===== src/rtl/rv_reduce_pkg.sv =====
// Shared types and helpers for the rv reduction sequencer.
// Define RV_REDUCE_SEQ_SIGNED_EN to sign-extend tree results into the accumulator.
package rv_reduce_pkg;

  typedef enum logic [1:0] {
    IDLE   = 2'd0,
    STREAM = 2'd1,
    DRAIN  = 2'd2,
    RESP   = 2'd3
  } seqState_t;

  function automatic int idWidth(input int r);
    return (r > 1) ? $clog2(r) : 1;
  endfunction

  function automatic int beatWidth(input int maxBeats);
    return $clog2(maxBeats + 1);
  endfunction

`ifdef RV_REDUCE_SEQ_SIGNED_EN
  localparam bit EXT_SIGNED = 1'b1;
`else
  localparam bit EXT_SIGNED = 1'b0;
`endif

endpackage


===== src/rtl/rv_reduce_sequencer_if.sv =====
// Bundles requester, tree and response signals of the reduction sequencer.
// master = sequencer view, slave = requesters/tree/consumer view.
interface rv_reduce_sequencer_if #(
  parameter int N         = 4,
  parameter int DATAW     = 8,
  parameter int R         = 2,
  parameter int ACCW      = 16,
  parameter int MAX_BEATS = 15
);
  import rv_reduce_pkg::*;

  localparam int IDW = idWidth(R);
  localparam int BW  = beatWidth(MAX_BEATS);

  logic [R-1:0]         req_valid;
  logic [R-1:0]         req_last;
  logic [R*N*DATAW-1:0] req_data;
  logic [R-1:0]         req_ready;

  logic                 tree_en;
  logic [N*DATAW-1:0]   tree_data;
  logic [DATAW-1:0]     tree_dout;
  logic                 tree_active;

  logic                 rsp_valid;
  logic                 rsp_ready;
  logic [IDW-1:0]       rsp_id;
  logic [ACCW-1:0]      rsp_sum;
  logic [BW-1:0]        rsp_beats;
  logic                 rsp_ovf;

  modport master (
    input  req_valid, req_last, req_data, tree_dout, tree_active, rsp_ready,
    output req_ready, tree_en, tree_data, rsp_valid, rsp_id, rsp_sum, rsp_beats, rsp_ovf
  );

  modport slave (
    output req_valid, req_last, req_data, tree_dout, tree_active, rsp_ready,
    input  req_ready, tree_en, tree_data, rsp_valid, rsp_id, rsp_sum, rsp_beats, rsp_ovf
  );

endinterface


===== src/rtl/rv_rr_arbiter.sv =====
// Combinational round-robin arbiter: first asserted request at or after i_ptr, wrapping.
module rv_rr_arbiter
  import rv_reduce_pkg::*;
#(
  parameter int R = 2,
  localparam int IDW = idWidth(R)
) (
  input  logic [R-1:0]   i_req,
  input  logic [IDW-1:0] i_ptr,
  input  logic           i_en,
  output logic [R-1:0]   o_grant,
  output logic [IDW-1:0] o_idx,
  output logic           o_valid
);

  always_comb begin : pick
    int j;
    o_grant = '0;
    o_idx   = '0;
    o_valid = 1'b0;
    j       = 0;
    for (int i = 0; i < R; i++) begin
      j = int'(i_ptr) + i;
      if (j >= R) j = j - R;
      if (i_en && !o_valid && i_req[j[IDW-1:0]]) begin
        o_valid              = 1'b1;
        o_grant[j[IDW-1:0]]  = 1'b1;
        o_idx                = j[IDW-1:0];
      end
    end
  end

endmodule


===== src/rtl/rv_reduce_sequencer.sv =====
// Shares one adder-tree reduction datapath among R requesters and accumulates per-beat sums.
// Build option: RV_REDUCE_SEQ_SIGNED_EN selects sign-extension of tree results.
module rv_reduce_sequencer
  import rv_reduce_pkg::*;
#(
  parameter int N         = 4,
  parameter int DATAW     = 8,
  parameter int R         = 2,
  parameter int ACCW      = 16,
  parameter int MAX_BEATS = 15
) (
  input logic                  clk,
  input logic                  reset,
  rv_reduce_sequencer_if.master bus
);

  localparam int IDW   = idWidth(R);
  localparam int BW    = beatWidth(MAX_BEATS);
  localparam int LANEW = N * DATAW;

  seqState_t        r_state;
  logic [IDW-1:0]   r_grant;
  logic [IDW-1:0]   r_ptr;
  logic [R-1:0]     r_reqReady;
  logic [ACCW-1:0]  r_acc;
  logic [BW-1:0]    r_beats;
  logic             r_ovf;
  logic             r_rspValid;
  logic [IDW-1:0]   r_rspId;
  logic [ACCW-1:0]  r_rspSum;
  logic [BW-1:0]    r_rspBeats;
  logic             r_rspOvf;

  logic [R-1:0]     w_arbGrant;
  logic [IDW-1:0]   w_arbIdx;
  logic             w_arbValid;
  logic             w_streaming;
  logic             w_grantValid;
  logic             w_grantLast;
  logic [LANEW-1:0] w_grantData;
  logic             w_beatAcc;
  logic [ACCW-1:0]  w_extSigned;
  logic [ACCW-1:0]  w_extUnsigned;
  logic [ACCW-1:0]  w_ext;
  logic [ACCW-1:0]  w_accNext;

  rv_rr_arbiter #(.R(R)) u_arb (
    .i_req   (bus.req_valid),
    .i_ptr   (r_ptr),
    .i_en    (r_state == IDLE),
    .o_grant (w_arbGrant),
    .o_idx   (w_arbIdx),
    .o_valid (w_arbValid)
  );

  assign w_streaming  = (r_state == STREAM);
  assign w_grantValid = bus.req_valid[r_grant];
  assign w_grantLast  = bus.req_last[r_grant];
  assign w_grantData  = bus.req_data[r_grant*LANEW +: LANEW];
  assign w_beatAcc    = w_streaming & w_grantValid;

  // Tree path is combinational from the locked grant so a beat enters the tree the cycle it is accepted.
  assign bus.tree_en   = w_beatAcc;
  assign bus.tree_data = w_streaming ? w_grantData : '0;
  assign bus.req_ready = r_reqReady;

  assign w_extSigned   = ACCW'($signed(bus.tree_dout));
  assign w_extUnsigned = ACCW'(bus.tree_dout);
  assign w_ext         = EXT_SIGNED ? w_extSigned : w_extUnsigned;
  assign w_accNext     = r_acc + (bus.tree_active ? w_ext : '0);

  assign bus.rsp_valid = r_rspValid;
  assign bus.rsp_id    = r_rspId;
  assign bus.rsp_sum   = r_rspSum;
  assign bus.rsp_beats = r_rspBeats;
  assign bus.rsp_ovf   = r_rspOvf;

  always_ff @(posedge clk) begin
    if (!reset) begin
      r_state    <= IDLE;
      r_grant    <= '0;
      r_ptr      <= '0;
      r_reqReady <= '0;
      r_acc      <= '0;
      r_beats    <= '0;
      r_ovf      <= 1'b0;
      r_rspValid <= 1'b0;
      r_rspId    <= '0;
      r_rspSum   <= '0;
      r_rspBeats <= '0;
      r_rspOvf   <= 1'b0;
    end else begin
      case (r_state)
        IDLE: begin
          if (w_arbValid) begin
            r_grant    <= w_arbIdx;
            r_reqReady <= w_arbGrant;
            r_acc      <= '0;
            r_beats    <= '0;
            r_ovf      <= 1'b0;
            r_ptr      <= (w_arbIdx == IDW'(R - 1)) ? '0 : w_arbIdx + 1'b1;
            r_state    <= STREAM;
          end
        end
        STREAM: begin
          r_acc <= w_accNext;
          if (w_beatAcc) begin
            if (r_beats == BW'(MAX_BEATS)) r_ovf   <= 1'b1;
            else                            r_beats <= r_beats + 1'b1;
            if (w_grantLast) begin
              r_reqReady <= '0;
              r_state    <= DRAIN;
            end
          end
        end
        // The last beat's tree result lands here, so the response captures the post-add value.
        DRAIN: begin
          r_acc      <= w_accNext;
          r_rspSum   <= w_accNext;
          r_rspId    <= r_grant;
          r_rspBeats <= r_beats;
          r_rspOvf   <= r_ovf;
          r_rspValid <= 1'b1;
          r_state    <= RESP;
        end
        RESP: begin
          if (bus.rsp_ready) begin
            r_rspValid <= 1'b0;
            r_state    <= IDLE;
          end
        end
        default: r_state <= IDLE;
      endcase
    end
  end

endmodule


===== src/flat_wrapper.sv =====
// flat-port wrapper written by rule: the top's interface ports become plain ports
module rv_reduce_sequencer_flat import rv_reduce_pkg::*;
#(
  parameter int N         = 4,
  parameter int DATAW     = 8,
  parameter int R         = 2,
  parameter int ACCW      = 16,
  parameter int MAX_BEATS = 15
)
  (clk, reset, bus_req_valid, bus_req_last, bus_req_data, bus_tree_dout, bus_tree_active, bus_rsp_ready, bus_req_ready, bus_tree_en, bus_tree_data, bus_rsp_valid, bus_rsp_id, bus_rsp_sum, bus_rsp_beats, bus_rsp_ovf);
  rv_reduce_sequencer_if #(.N(N), .DATAW(DATAW), .R(R), .ACCW(ACCW), .MAX_BEATS(MAX_BEATS)) bus_i ();
  input logic clk;
  input logic reset;
  input wire logic [$bits(bus_i.req_valid)-1:0] bus_req_valid;
  input wire logic [$bits(bus_i.req_last)-1:0] bus_req_last;
  input wire logic [$bits(bus_i.req_data)-1:0] bus_req_data;
  input wire logic [$bits(bus_i.tree_dout)-1:0] bus_tree_dout;
  input wire logic [$bits(bus_i.tree_active)-1:0] bus_tree_active;
  input wire logic [$bits(bus_i.rsp_ready)-1:0] bus_rsp_ready;
  output wire logic [$bits(bus_i.req_ready)-1:0] bus_req_ready;
  output wire logic [$bits(bus_i.tree_en)-1:0] bus_tree_en;
  output wire logic [$bits(bus_i.tree_data)-1:0] bus_tree_data;
  output wire logic [$bits(bus_i.rsp_valid)-1:0] bus_rsp_valid;
  output wire logic [$bits(bus_i.rsp_id)-1:0] bus_rsp_id;
  output wire logic [$bits(bus_i.rsp_sum)-1:0] bus_rsp_sum;
  output wire logic [$bits(bus_i.rsp_beats)-1:0] bus_rsp_beats;
  output wire logic [$bits(bus_i.rsp_ovf)-1:0] bus_rsp_ovf;
  assign bus_i.req_valid = bus_req_valid;
  assign bus_i.req_last = bus_req_last;
  assign bus_i.req_data = bus_req_data;
  assign bus_i.tree_dout = bus_tree_dout;
  assign bus_i.tree_active = bus_tree_active;
  assign bus_i.rsp_ready = bus_rsp_ready;
  assign bus_req_ready = bus_i.req_ready;
  assign bus_tree_en = bus_i.tree_en;
  assign bus_tree_data = bus_i.tree_data;
  assign bus_rsp_valid = bus_i.rsp_valid;
  assign bus_rsp_id = bus_i.rsp_id;
  assign bus_rsp_sum = bus_i.rsp_sum;
  assign bus_rsp_beats = bus_i.rsp_beats;
  assign bus_rsp_ovf = bus_i.rsp_ovf;
  rv_reduce_sequencer #(.N(N), .DATAW(DATAW), .R(R), .ACCW(ACCW), .MAX_BEATS(MAX_BEATS)) u_core (.clk(clk), .reset(reset), .bus(bus_i));
endmodule

===== config.mk =====
export PLATFORM = sky130hd
export DESIGN_NAME = rv_reduce_sequencer_flat
export DESIGN_NICKNAME = d
export VERILOG_FILES = /design/src/rtl/rv_reduce_pkg.sv /design/src/rtl/rv_reduce_sequencer_if.sv /design/src/rtl/rv_rr_arbiter.sv /design/src/rtl/rv_reduce_sequencer.sv /design/src/flat_wrapper.sv
export SDC_FILE = /design/constraint.sdc
export NUM_CORES = 1
export LEC_CHECK = 0
export CORE_UTILIZATION = 44
export CTS_CLUSTER_DIAMETER = 100
export CTS_CLUSTER_SIZE = 8
export DETAILED_ROUTE_END_ITERATION = 10
export PLACE_DENSITY = 0.79
export SYNTH_ARGS = -nofsm -noshare
export SYNTH_HDL_FRONTEND = slang
export SYNTH_HIERARCHICAL = 1
export SYNTH_SLANG_ARGS = --single-unit

===== constraint.sdc =====
create_clock -name clk -period 3.5 [get_ports clk]
set_clock_uncertainty 0.15 [all_clocks]
set_input_delay 0.875 -clock clk [delete_from_list [all_inputs] [get_ports clk]]
set_output_delay 0.875 -clock clk [all_outputs]
set_load 0.01 [all_outputs]

# [Word level (Yosys, flattened, before mapping)]
# Index checks and enable logic that the tools add are counted.
[totals] regBits=50 latch_bits=0 ram_bits=0 input_bits=80 word_cells=100 out_inout_bits=58 mem_bits_ro=0 n_memories=0
[classes] bitwise=2 muxes=44 reduce_logical=18 div_mod_pow=0 shifts=1 eq_ne=10 add_sub_neg=6 n_lt_le_gt_ge=7 multipliers=0
[op_table] cell="indexed part select 64 x 7 -> 32 bit" n=1
[op_table] cell="two-way mux 32 bit" n=1
[op_table] cell="case mux 16 bit (2 select lines)" n=1
[op_table] cell="two-way mux 1 bit" n=21
[op_table] cell="two-way mux 2 bit" n=9
[op_table] cell="adder 16 bit" n=1
[op_table] cell="two-way mux 16 bit" n=1
[op_table] cell="AND reduction 4 bit" n=4
[op_table] cell="two-way mux 4 bit" n=3
[op_table] cell="!= test 2 bit, second input constant" n=5
[op_table] cell="two-way mux 8 bit" n=1
[op_table] cell="case mux 2 bit (4 select lines)" n=1
[op_table] cell="case mux 4 bit (2 select lines)" n=1
[op_table] cell="less-than comparator 1 x 2 -> 1 bit, second input constant" n=3
[op_table] cell="AND reduction 2 bit" n=3
[op_table] cell="nonzero test 2 bit" n=3
[op_table] cell="logical AND 1 bit" n=5
[op_table] cell="adder 4 x 1 -> 4 bit, second input constant" n=1
[op_table] cell="== test 2 bit, second input constant" n=2
[op_table] cell="== test 4 bit, second input constant" n=1
[op_table] cell="case mux 1 bit (2 select lines)" n=2
[op_table] cell="case mux 2 bit (2 select lines)" n=1
[op_table] cell="adder 1 x 1 -> 2 bit, second input constant" n=1
[op_table] cell="demux 1 bit (select 1 bit)" n=2
[op_table] cell="other kinds (12)" n=14

# [Depth between registers and ports, before layout]
[logic_depth] word_depth=12 depth_mapped=10 depth_no_buf=8

# [Modules after synthesis]
# Netlist, hierarchy kept.
[modules_own_cells] module="rv_reduce_sequencer" area_each_um2=3383.2 n_inst=1 cells_each=383 seq_area_each_um2=1001.0
[modules_own_cells] module="rv_rr_arbiter" area_each_um2=33.8 n_inst=1 cells_each=7 seq_area_each_um2=0.0

# [Least setup slack after synthesis]
# OpenSTA, ideal clock, no wires.
[synth_path] path_kind="input to register" start="input port bus_tree_dout[0]" end="register u_core.r_rspSum[8], in the netlist u_core/bus.rsp_sum[8]" cell_stages=7 setup_ns=0.122 t_arrival_ns=2.601 path_buffers=0 required_ns=3.228 path_slack_ns=0.626 cell_sequence="and2_1 -> ha_1 -> fa_1 -> a211oi_2 -> nor3_2 -> o31a_1 -> a311o_1"
[synth_via] elab_chain_cells=2
[synth_lines] element="start, declared" line="flat_wrapper.sv:17" rtl="input wire logic [$bits(bus_i.tree_dout)-1:0] bus_tree_dout;"
[synth_lines] element="two-way mux 8 bit" line="rv_reduce_sequencer.sv:70" rtl="assign w_accNext = r_acc + (bus.tree_active ? w_ext : '0);"
[synth_lines] element="adder 16 bit" line="rv_reduce_sequencer.sv:70"
[synth_lines] element="end signal, assigned" line="rv_reduce_sequencer.sv:119" rtl="r_rspSum <= w_accNext;"
[synth_lines] element="end, declared" line="rv_reduce_sequencer.sv:30" rtl="logic [ACCW-1:0] r_rspSum;"
# No other way between the ends.
# A chain may end at the register's enable or synchronous reset.

# [Final worst setup path]
[layout_path] start="input port bus_req_valid[0]" end="output port bus_tree_en"
[layout_via] elab_chain_cells=3
[layout_lines] element="start, declared" line="flat_wrapper.sv:14" rtl="input wire logic [$bits(bus_i.req_valid)-1:0] bus_req_valid;"
[layout_lines] element="two-way mux 1 bit (not written as such) (2 in series)" line="rv_reduce_sequencer.sv:57" rtl="assign w_grantValid = bus.req_valid[r_grant];"
[layout_lines] element="AND 1 bit" line="rv_reduce_sequencer.sv:60" rtl="assign w_beatAcc = w_streaming & w_grantValid;"
[layout_lines] element="end, declared" line="flat_wrapper.sv:21" rtl="output wire logic [$bits(bus_i.tree_en)-1:0] bus_tree_en;"
# No other way between the ends. The select of a mux whose other input is x is not followed.

==> results.yml <==
synthesis:
  synth_seq_area_share: 0.2929
  ys.flop_type: "dfxtp_1"
  syn_avg_cell_area_um2: 8.762
  syn-num-nets: 484
  ys_types: 59
  synth.most_common_cell: "nor2b_1"
  synth_area_leaders: "dfxtp_1 29%, mux2i_1 14%, nor2b_1 10%"
  ys.warnings.count: 6
  synth_top_area_share: 0.2929
  netlist_area_mm2: 0.003417
  syn_inst: 390
  synth-edff-count: 0
  async_flop_share: 0
  yosys.area.top_type: "dfxtp_1"
  ys_top_cells_by_count: "56 x nor2b_1, 50 x dfxtp_1, 47 x mux2i_1"
  ys_seq_elements: 50
global_routing:
  grt_pass1_wl_mm: 15.20
  antenna_found_initial: 0
  grt_max_degree: 51
  grtUsageTotal: 0.2249
  grt_overflow: 0
  grt_pass1_vias: 3071
sta:
  max_slew.worst_pin.slew_ps: 593.7
  fin_ws_ps: 226.4
  fmax_ghz: 0.3055
  maxSlewViolCount: 0
  tns_ps: 0
  hold_viol: 0
  fin_crit_sh: 0.9353
  rsz0062_at_grt: "no"
  period_needed_ps: 3274
  final-setup-viol-count: 0
  relSlewSlack: 0.6015
finish:
  post-route-util: 0.6756
  drive_gt1_frac: 0.05577
  nFillCells: 591
  layout.nets: 613
  areaGrowthSynthToFinish_pct: 45.70
  final_cells: 619
  diodes: 0
min_path:
  hold_path_class: "flip-flop to flip-flop"
  whs_path_depth: 2
run_status:
  outcome: "complete, no violations"
clock_tree:
  cts_setup_buffers: 0
  cts_made_buffers: 5
  cts_resized: 0
  cts_tree: "built"
  postCtsHoldBufs: 0
  htree_num_levels: 2
  cts_max_path_buffers: 2
  clock_sinks: 50
  insertion_delay_ps: 310
  clk_pin_slew_ps: 100
  root_buffer: "clkbuf_8"
flow_run:
  max-cap-violations: 0
route:
  routed_via_density: 5.320
  finalWirelength_mm: 9.284
  wl_per_cell_um: 15.00
  drt_iter0_markers: 129
  vias: 3293
  drc: 0
  dr.pass1.iters: 4
  ant_nets: 0
setup_path:
  reg2reg_depth: 8
  cp.required_ps: 2470
  cp_max_fo: 5
  arrival_ps: 2250
  cp-start-kind: "input port"
  endpoint_kind: "output pin"
  crit_type: "input port to output pin"
placement:
  port-buffer-count: 137
  routabilityCongestion: 0.8356
  dp_hpwl_mm: 7.106
  post-place-ws_ps: 29.60
  dp_cells: 611
floorplanning:
  die_area_mm2: 0.008123
  die_h_um: 90.13
  die_w_um: 90.13
  core_area_mm2: 0.007370
  io_pins: 138
  start_util: 0.4637
  row_count: 31
power_and_ir_drop:
  power.total_uw: 2694
  vdd_drop_max_v: 0.0003346
  p_leak_uw: 0.001786
  p_per_area_mw_per_mm2: 541.1
-- state kept, by name (all words and copies together) (netlist names) --
register	count
u_core/bus.rsp_beats	4
u_core/r_ovf	1
u_core/bus.rsp_ovf	1
u_core/r_state	2
u_core/r_acc	16
u_core/bus.rsp_sum	16
u_core/bus.rsp_id	1
u_core/r_grant	1
u_core/bus.rsp_valid	1
u_core/r_beats	4
u_core/r_ptr	1
u_core/bus.req_ready	2
-- per-stage QoR --
| stage | cell area, um2 | hold WS (ps) |
|---|---|---|
| floorplan | 3417 | 281.8 |
| global placement | 4885 | 295.6 |
| detailed placement | 4885 | 320.4 |
| CTS | 4979 | 343.5 |
| global route | 4979 | 367.1 |
| finish | 4979 | 339.6 |
-- layout by cell type, fill, tap and decap left out, types with 4 or more instances in the layout --
cell / count
dfxtp_1: 49
nand2_1: 24
inv_1: 11
or3_1: 4
buf_4: 6
nor2_1: 8
a31oi_1: 4
o21ai_0: 13
clkbuf_8: 5
o211a_1: 4
xnor2_1: 5
a21o_1: 4
mux2i_1: 47
a22oi_1: 6
o21ai_1: 5
nand3_1: 10
a211oi_1: 7
nand4_1: 5
nor3_1: 4
nand2b_1: 4
a21oi_1: 14
nor2b_1: 56
a21boi_0: 4
clkdlybuf4s50_1: 137
o21a_1: 6
and2_1: 12
ha_1: 13
-- worst max-delay path, stage by stage --
cell and delay, ps:
clkdlybuf4s50_1 560, mux2i_1 140, nor2b_1 140, clkdlybuf4s50_1 540
-- cell type report --
cell class	count	area [um2]	share of cell area
clock inverter	3	25.02	0.005026
timing repair buffer	144	1436	0.2885
inverter	11	41.29	0.008294
tap	99	123.9	0.02488
sequential	50	1002	0.2013
multi-input combinational	307	2281	0.4582
clock buffer	5	68.82	0.01382
-- worst paths after layout --
path | startpoint | end | slack [ps]
max reg2reg | u_core/r_state[0] | u_core/r_acc[15] | 650
min reg2reg | u_core/bus.rsp_sum[5] | u_core/bus.rsp_sum[5] | 340
max | bus_req_valid[0] | bus_tree_en | 230
min | u_core/bus.rsp_sum[5] | u_core/bus.rsp_sum[5] | 340
-- kinds of logic (layout without fill, tap and decap cells) --
kind of cell	count (synthesis)	after routing	synth area share
AND/OR/NAND/NOR	143	143	0.2490
AO/OA/AOI/OAI	95	95	0.2069
flip-flops	50	50	0.2929
multiplexers	47	47	0.1377
buffers and inverters	33	163	0.03954
adder cells (fa/ha/maj)	14	14	0.05346
XOR/XNOR	8	8	0.02051
-- power breakdown --
part	switching (uW)	total, uW	internal, uW
Clock	206	351	145
Combinational	810	1600	788
Sequential	76.7	744	667
Total	1090	2690	1600
-- routing by layer --
| metal | up-vias | GRT usage | share of wire |
|---|---|---|---|
| met5 | - | 0 | 0 |
| met4 | 0 | 0.04570 | 0.0057 |
| met3 | 5 | 0.03892 | 0.050 |
| met2 | 101 | 0.4001 | 0.50 |
| met1 | 1518 | 0.2835 | 0.45 |
| li1 | 1669 | - | - |
No activity file was read; power rests on OpenSTA's default activity.
